### src/rtl/dir_cmd_queue_if.sv
// ============================================================================
// Module   : dir_cmd_queue_if
// Brief    : Key/tick inputs and direction/status outputs of dir_cmd_queue.
// Revision : 1.0 - initial release
// ============================================================================
`default_nettype none

interface dir_cmd_queue_if #(
   parameter int DEPTH = 4
);
   localparam int LVL_W = $clog2(DEPTH) + 1;

   logic [7:0]       key;
   logic             key_rdy;
   logic             step;
   logic             clear;
   logic [1:0]       snake_dir;
   logic             start;
   logic [LVL_W-1:0] level;
   logic             overflow;

   modport master (
      output key, key_rdy, step, clear,
      input  snake_dir, start, level, overflow
   );

   modport slave (
      input  key, key_rdy, step, clear,
      output snake_dir, start, level, overflow
   );
endinterface

`default_nettype wire

### src/rtl/dir_cmd_queue.sv
// ============================================================================
// Module   : dir_cmd_queue
// Brief    : Set-2 scancode decoder feeding a filtered direction-command FIFO,
//            released one entry per game tick. Optional WASD decode under
//            macro DIR_CMD_QUEUE_WASD_EN.
// Revision : 1.0 - initial release
// ============================================================================
`default_nettype none

module dir_cmd_queue #(
   parameter int         DEPTH     = 4,
   parameter logic [1:0] RESET_DIR = 2'd1
) (
   input  wire logic      clk,
   input  wire logic      rst,
   dir_cmd_queue_if.slave bus
);
   localparam int PTR_W = $clog2(DEPTH);
   localparam int LVL_W = $clog2(DEPTH) + 1;

   localparam logic [7:0] C_KEY_EXT   = 8'hE0;
   localparam logic [7:0] C_KEY_BRK   = 8'hF0;
   localparam logic [7:0] C_KEY_SPACE = 8'h29;
   localparam logic [7:0] C_KEY_UP    = 8'h75;
   localparam logic [7:0] C_KEY_RIGHT = 8'h74;
   localparam logic [7:0] C_KEY_DOWN  = 8'h72;
   localparam logic [7:0] C_KEY_LEFT  = 8'h6B;
`ifdef DIR_CMD_QUEUE_WASD_EN
   localparam logic [7:0] C_KEY_W     = 8'h1D;
   localparam logic [7:0] C_KEY_D     = 8'h23;
   localparam logic [7:0] C_KEY_S     = 8'h1B;
   localparam logic [7:0] C_KEY_A     = 8'h1C;
`endif

   localparam logic [1:0] C_DIR_UP    = 2'd0;
   localparam logic [1:0] C_DIR_RIGHT = 2'd1;
   localparam logic [1:0] C_DIR_DOWN  = 2'd2;
   localparam logic [1:0] C_DIR_LEFT  = 2'd3;

   localparam logic [LVL_W-1:0] C_LVL_FULL = LVL_W'(DEPTH);

   typedef enum logic [1:0] {
      ST_IDLE    = 2'd0,
      ST_EXT     = 2'd1,
      ST_BRK     = 2'd2,
      ST_EXT_BRK = 2'd3
   } state_t;

   state_t           r_state;
   state_t           w_state_nxt;
   logic             w_cand_vld;
   logic [1:0]       w_cand_dir;
   logic             w_space;

   logic [1:0]       r_mem [DEPTH];
   logic [PTR_W-1:0] r_wr_ptr;
   logic [PTR_W-1:0] r_rd_ptr;
   logic [PTR_W-1:0] w_tail_ptr;
   logic [LVL_W-1:0] r_level;
   logic [1:0]       r_snake_dir;
   logic             r_start;
   logic             r_overflow;

   logic             w_empty;
   logic             w_full;
   logic [1:0]       w_ref_dir;
   logic             w_accept;
   logic             w_push;
   logic             w_pop;
   logic             w_drop_full;

   // ------------------------------------------------------------------
   // Prefix FSM and make-code decode
   // ------------------------------------------------------------------
   always_ff @(posedge clk) begin
      if (rst || bus.clear) begin
         r_state <= ST_IDLE;
      end else begin
         r_state <= w_state_nxt;
      end
   end

   always_comb begin
      w_state_nxt = r_state;
      w_cand_vld  = 1'b0;
      w_cand_dir  = C_DIR_UP;
      w_space     = 1'b0;
      if (bus.key_rdy) begin
         case (r_state)
            ST_IDLE: begin
               if (bus.key == C_KEY_EXT) begin
                  w_state_nxt = ST_EXT;
               end else if (bus.key == C_KEY_BRK) begin
                  w_state_nxt = ST_BRK;
               end else begin
                  w_space = (bus.key == C_KEY_SPACE);
`ifdef DIR_CMD_QUEUE_WASD_EN
                  case (bus.key)
                     C_KEY_W: begin w_cand_vld = 1'b1; w_cand_dir = C_DIR_UP;    end
                     C_KEY_D: begin w_cand_vld = 1'b1; w_cand_dir = C_DIR_RIGHT; end
                     C_KEY_S: begin w_cand_vld = 1'b1; w_cand_dir = C_DIR_DOWN;  end
                     C_KEY_A: begin w_cand_vld = 1'b1; w_cand_dir = C_DIR_LEFT;  end
                     default: ;
                  endcase
`endif
               end
            end
            ST_EXT: begin
               if (bus.key == C_KEY_BRK) begin
                  w_state_nxt = ST_EXT_BRK;
               end else begin
                  w_state_nxt = ST_IDLE;
                  case (bus.key)
                     C_KEY_UP:    begin w_cand_vld = 1'b1; w_cand_dir = C_DIR_UP;    end
                     C_KEY_RIGHT: begin w_cand_vld = 1'b1; w_cand_dir = C_DIR_RIGHT; end
                     C_KEY_DOWN:  begin w_cand_vld = 1'b1; w_cand_dir = C_DIR_DOWN;  end
                     C_KEY_LEFT:  begin w_cand_vld = 1'b1; w_cand_dir = C_DIR_LEFT;  end
                     default: ;
                  endcase
               end
            end
            ST_BRK:     w_state_nxt = ST_IDLE;
            ST_EXT_BRK: w_state_nxt = ST_IDLE;
            default:    w_state_nxt = ST_IDLE;
         endcase
      end
   end

   // ------------------------------------------------------------------
   // Command filter and FIFO control
   // ------------------------------------------------------------------
   // Reference is the newest queued command, so filtering applies to what
   // the snake will be doing once the queue drains up to this point.
   always_comb begin
      w_tail_ptr  = r_wr_ptr - PTR_W'(1);
      w_empty     = (r_level == '0);
      w_full      = (r_level == C_LVL_FULL);
      w_ref_dir   = w_empty ? r_snake_dir : r_mem[w_tail_ptr];
      w_accept    = w_cand_vld
                    && (w_cand_dir != w_ref_dir)
                    && (w_cand_dir != (w_ref_dir ^ 2'b10));
      w_pop       = bus.step && !w_empty;
      w_push      = w_accept && (!w_full || w_pop);
      w_drop_full = w_accept && w_full && !w_pop;
   end

   always_ff @(posedge clk) begin
      if (w_push && !rst && !bus.clear) begin
         r_mem[r_wr_ptr] <= w_cand_dir;
      end
   end

   always_ff @(posedge clk) begin
      if (rst || bus.clear) begin
         r_wr_ptr    <= '0;
         r_rd_ptr    <= '0;
         r_level     <= '0;
         r_snake_dir <= RESET_DIR;
         r_start     <= 1'b0;
      end else begin
         r_start <= w_space;
         if (w_push) begin
            r_wr_ptr <= r_wr_ptr + PTR_W'(1);
         end
         if (w_pop) begin
            r_rd_ptr    <= r_rd_ptr + PTR_W'(1);
            r_snake_dir <= r_mem[r_rd_ptr];
         end
         case ({w_push, w_pop})
            2'b10:   r_level <= r_level + LVL_W'(1);
            2'b01:   r_level <= r_level - LVL_W'(1);
            default: r_level <= r_level;
         endcase
      end
   end

   // Sticky across clear so a new game does not hide a dropped command.
   always_ff @(posedge clk) begin
      if (rst) begin
         r_overflow <= 1'b0;
      end else if (!bus.clear && w_drop_full) begin
         r_overflow <= 1'b1;
      end
   end

   assign bus.snake_dir = r_snake_dir;
   assign bus.start     = r_start;
   assign bus.level     = r_level;
   assign bus.overflow  = r_overflow;

endmodule

`default_nettype wire

### src/flat_wrapper.sv
// flat-port wrapper written by rule: the top's interface ports become plain ports
module dir_cmd_queue_flat 
#(
   parameter int         DEPTH     = 4,
   parameter logic [1:0] RESET_DIR = 2'd1
)
  (clk, rst, bus_key, bus_key_rdy, bus_step, bus_clear, bus_snake_dir, bus_start, bus_level, bus_overflow);
  dir_cmd_queue_if #(.DEPTH(DEPTH)) bus_i ();
  input  wire logic clk;
  input  wire logic rst;
  input wire logic [$bits(bus_i.key)-1:0] bus_key;
  input wire logic [$bits(bus_i.key_rdy)-1:0] bus_key_rdy;
  input wire logic [$bits(bus_i.step)-1:0] bus_step;
  input wire logic [$bits(bus_i.clear)-1:0] bus_clear;
  output wire logic [$bits(bus_i.snake_dir)-1:0] bus_snake_dir;
  output wire logic [$bits(bus_i.start)-1:0] bus_start;
  output wire logic [$bits(bus_i.level)-1:0] bus_level;
  output wire logic [$bits(bus_i.overflow)-1:0] bus_overflow;
  assign bus_i.key = bus_key;
  assign bus_i.key_rdy = bus_key_rdy;
  assign bus_i.step = bus_step;
  assign bus_i.clear = bus_clear;
  assign bus_snake_dir = bus_i.snake_dir;
  assign bus_start = bus_i.start;
  assign bus_level = bus_i.level;
  assign bus_overflow = bus_i.overflow;
  dir_cmd_queue #(.DEPTH(DEPTH), .RESET_DIR(RESET_DIR)) u_core (.clk(clk), .rst(rst), .bus(bus_i));
endmodule
### config.mk
export PLATFORM = sky130hd
export DESIGN_NAME = dir_cmd_queue_flat
export DESIGN_NICKNAME = d
export VERILOG_FILES = /design/src/rtl/dir_cmd_queue_if.sv /design/src/rtl/dir_cmd_queue.sv /design/src/flat_wrapper.sv
export SDC_FILE = /design/constraint.sdc
export NUM_CORES = 1
export LEC_CHECK = 0
export ABC_AREA = 0
export BUFFER_PORTS_ARGS = -buffer_cell sky130_fd_sc_hd__buf_4
export CAP_MARGIN = 15
export CORE_ASPECT_RATIO = 1.5
export CORE_UTILIZATION = 60
export CTS_CLUSTER_DIAMETER = 120
export DETAILED_ROUTE_END_ITERATION = 10
export GPL_TIMING_DRIVEN = 0
export PLACE_DENSITY = 0.84
export SLEW_MARGIN = 20
export SYNTH_ARGS = -nofsm -noshare
export SYNTH_HDL_FRONTEND = slang
export SYNTH_SLANG_ARGS = --single-unit
### constraint.sdc
create_clock -name clk -period 9 [get_ports clk]
set_input_delay 1.8 -clock clk [delete_from_list [all_inputs] [get_ports clk]]
set_output_delay 1.8 -clock clk [all_outputs]
set_load 0.02 [all_outputs]
==> results.md <==
- The run finished with clean final reports.
- The first TritonRoute pass finished after 4 iterations.
- The initial standard-cell utilization of the core is 0.641.
- STA classifies the critical path startpoint as an input pin.
- The largest single stage delay on the critical path is between 0.4 and 0.5 ns.
- The required time reported for the critical path endpoint is between 9 and 10 ns.
- Setup repair after global routing left no endpoint under its margin.
- The clock latency at the later pin of the worst-skew pair is 0.31 ns.
- Based on the critical path, the design can be clocked at up to between 0.2 and 0.25 GHz.
- The layout has between 150 and 200 filler cells.
- The most used flip-flop cell after synthesis is sky130_fd_sc_hd__dfxtp_1.
- The critical path goes through buf_4 > nor4b_2 > and2_0 > o21ai_1 > nand2_1 > a21oi_1 > fa_1 > or2_1 > or4_4 > o211ai_2 > o21a_2 > nor3_2.
- The worst clock skew is 0.00167 ns.
- The number of setup buffers added after CTS is 0.
- The highest fanout seen on the critical path is 4.
- The width of the chip is 40.2 microns.
- Of the post-synthesis cell area, the dominant cell type holds 0.198.
- In the final layout, the share of cells above drive strength 1 is 0.276.
- The first global-routing pass estimated 4.44 mm of wire.
- The count of nets left with antenna violations once routing finished came out at 0.
- The die covers 2390 sq um.
- The largest individual stage delay along the critical path comes from the cell sky130_fd_sc_hd__fa_1.
- The number of antenna violations at the first check in global routing is 0.
- Counting every sink on the clock net gives 21.
- The total global routing overflow is 0.
- The area growth from synthesis to final layout is 15.2%.
- The mapped netlist covers 1320 sq um.
- In this run the core area contains 20 standard-cell rows.
- The top-level I/O count is 20.
- Dividing the final minimum period by the clock period gives 0.459.
- The die is between 50 and 60 microns tall.
- The fraction of the mapped netlist area in simple logic gates is 0.285.
- The hold violation count in the final report is 0.
- After synthesis, the largest family of logic cells by area is simple AND/OR/NAND/NOR gates.
- The slew at the pin closest to its max-slew limit is 0.827 ns.
- Of the total synthesized cell area, the portion taken by full adders, half adders and majority gates is 0.0532.
- The final count of pins violating max slew was 0.
- The distinct cell type count of the synthesized netlist is 53.
- The top cell type by total area after synthesis is sky130_fd_sc_hd__dfxtp_1.
- Yosys mapped a number of flops with a built-in enable equal to 8.
- In this run the number of H-tree levels came out at 1.
- After routing, the total negative slack on setup checks comes to 0 ns.
- The post-synthesis register bit count is 21.
- The net count of the mapped netlist is ~150.
- The critical path in this run is classified as in2reg.
- The highest ir drop seen on vdd is approximately 0.00011 V.
- TritonCTS built the clock tree.
- The routed via count is roughly 1100.
- Entering global routing, the biggest net connects 14 pins.
- During placement, the flow inserted port buffers numbering 19.
- The async set or reset register ratio after synthesis is 0.
- The kind of end point of the critical path is a flip-flop.
- After clock tree synthesis, the flow added hold-fix buffers numbering 0.
- Of the synthesized area, sequential elements account for 0.380.
- The wire length after detailed routing is between 2 and 3 mm.
- Ranked by total cell area, the synthesized netlist is headed by sky130_fd_sc_hd__dfxtp_1 (20%), sky130_fd_sc_hd__edfxtp_1 (18%), sky130_fd_sc_hd__mux4_2 (5.1%), sky130_fd_sc_hd__nor2_1 (4.3%), sky130_fd_sc_hd__ha_1 (3.8%).
- The power consumption is 0.157 mW.
- TritonCTS created 3 clock buffers.
- Clock tree synthesis selected as its root buffer the cell sky130_fd_sc_hd__clkbuf_4.
- The area inside the core boundary is between 2000 and 2500 sq um.
- The synthesized area per cell is 10.2 sq um.
- The count of unresolved DRC violations after routing is 0.
- The number of diodes is 0.
- The post-layout worst setup margin is a little under 5 ns.
- Of the post-synthesis cell area, the part taken by muxes is 0.0741.
- The post-layout net count is approximately 170.
- Of the total synthesized cell area, the portion taken by XOR and XNOR cells is 0.0200.
- The initial DRC count is 41.
- Summed over all cells, the static leakage comes to approximately 0.58 nW.
- The type of the worst min-delay path is reg2reg.
- The cell area power density is between 100 and 150 nW/um^2.
- The via count of the first global-routing pass is 1060.
- The arrival time at the worst endpoint is 4.34 ns.
- The Yosys step of the flow raised 0 warnings.
- The post-place setup slack is 4.56 ns.
- The detailed placer's ending HPWL is 2.18 mm.
- The worst slew margin relative to its limit is 0.445.
- After clock tree synthesis, the clock-pin slew on the worst setup and hold paths is 0.12 ns.
- The placer's final routability congestion estimate is 0.877.
- The final setup violation count is 0.
- The average wire length per cell after detail routing is 16.3 microns.
- The worst-case clock buffer depth is 2.
- The area fraction in compound gates after synthesis is 0.168.
- Counting every instance in the synthesized netlist gives ~130.
- The final critical path time including I/O delays and setup is 4.13 ns.
- The global router's overall resource usage is 0.277.
- The number of maximum-capacitance constraint violations is 0.
- In this run, post-CTS repair resized a total of 0 instances.
- Using the TritonRoute via totals, the vias-per-cell ratio works out to 6.45.
## critical path: cells and delay by family
family	cells	cell delay, ns
AOI/OAI and AO/OA	4	0.50
adders and majority gates	1	0.43
buffers and inverters	1	0.13
and+or+nand+nor	6	1.49
## where the power goes
part | internal [mW] | switching [mW] | leakage (nW)
Clock | 0.0170 | 0.0300 | 0.0139
Combinational | 0.00584 | 0.00604 | 0.373
Sequential | 0.0978 | 0.00000791 | 0.188
## worst paths after layout
kind                  startpoint                  end  slack [ns]  cells past startpoint
max                   bus_key[3]  u_core.bus.level[2]        4.87                     12
min          u_core.bus.overflow  u_core.bus.overflow        0.50                      2
max reg2reg   u_core.r_wr_ptr[0]  u_core.bus.level[2]        5.61                     13
min reg2reg  u_core.bus.overflow  u_core.bus.overflow        0.50                      2
## synth_stat cells (all sizes together) (2+ instances only)
| master | number |
|---|---|
| dfxtp | 13 |
| o31ai | 3 |
| nor2b | 2 |
| nand2 | 7 |
| or2 | 2 |
| nor4b | 2 |
| mux2i | 3 |
| mux4 | 3 |
| a211o | 3 |
| xor2 | 2 |
| a21o | 2 |
| nand2b | 2 |
| nand3 | 5 |
| edfxtp | 8 |
| and3 | 6 |
| nor3b | 3 |
| nand4 | 3 |
| and2 | 2 |
| nor2 | 15 |
| inv | 3 |
| nor3 | 4 |
| ha | 4 |
| a211oi | 2 |
| a21oi | 9 |
## cells in the final DEF, fill, tap and decap left out, types with 2 or more instances in the layout
| master | count |
|---|---|
| sky130_fd_sc_hd__a211o_1 | 3 |
| sky130_fd_sc_hd__a21o_1 | 2 |
| sky130_fd_sc_hd__a21oi_1 | 8 |
| sky130_fd_sc_hd__and3_1 | 6 |
| sky130_fd_sc_hd__buf_4 | 19 |
| sky130_fd_sc_hd__clkbuf_4 | 3 |
| sky130_fd_sc_hd__dfxtp_1 | 13 |
| sky130_fd_sc_hd__edfxtp_1 | 8 |
| sky130_fd_sc_hd__ha_1 | 4 |
| sky130_fd_sc_hd__inv_1 | 3 |
| sky130_fd_sc_hd__mux2i_1 | 3 |
| sky130_fd_sc_hd__mux4_2 | 3 |
| sky130_fd_sc_hd__nand2_1 | 7 |
| sky130_fd_sc_hd__nand2b_1 | 2 |
| sky130_fd_sc_hd__nand3_1 | 5 |
| sky130_fd_sc_hd__nand4_1 | 3 |
| sky130_fd_sc_hd__nor2_1 | 15 |
| sky130_fd_sc_hd__nor2b_1 | 2 |
| sky130_fd_sc_hd__nor3_1 | 2 |
| sky130_fd_sc_hd__nor3_2 | 2 |
| sky130_fd_sc_hd__nor3b_1 | 2 |
| sky130_fd_sc_hd__o31ai_1 | 2 |
| sky130_fd_sc_hd__xor2_1 | 2 |
## stage by stage
| stage | instances | util | instance area [sq um] | hold WS [ns] |
|---|---|---|---|---|
| after floorplan | 129 | - | 1320 | 0.459 |
| after global placement | 170 | 0.724 | 1490 | 0.453 |
| after detailed placement | 170 | 0.724 | 1490 | 0.485 |
| after CTS | 174 | 0.739 | 1520 | 0.503 |
| after global routing | 174 | 0.739 | 1520 | 0.537 |
| final | 174 | 0.739 | 1520 | 0.498 |
## per-layer routing
| metal | global-route usage | up-vias | part of all wire |
|---|---|---|---|
| li1 | - | 544 | - |
| met4 | 0.152 | 0 | 0.037 |
| met3 | 0.0602 | 13 | 0.038 |
| met1 | 0.296 | 528 | 0.39 |
| met5 | 0 | - | 0 |
| met2 | 0.477 | 37 | 0.53 |
## area by class of cell
class                           instances  area [sq um]  area share
Buffer                                  1          13.8     0.00908
Timing Repair Buffer                   19           143      0.0941
Multi-Input combinational cell        104           791       0.521
Clock buffer                            3          22.5      0.0149
Inverter                                3          11.3     0.00743
Clock inverter                          1          7.51     0.00495
Tap cell                               22          27.5      0.0182
Sequential cell                        21           500       0.330
## logic make-up after synthesis
family	count (synthesis)
fa+ha+maj	5
simple gates	62
flops	21
buf+inv	4
mux	6
compound gates	28
xor+xnor	3
## state kept, by name, summed over array words and instances (netlist names)
register              count
u_core.bus.snake_dir      2
u_core.bus.level          3
u_core.r_wr_ptr           2
u_core.r_rd_ptr           2
u_core.r_state            2
u_core.bus.overflow       1
u_core.r_mem              8
u_core.bus.start          1
No activity file was read; power rests on OpenSTA's default activity.
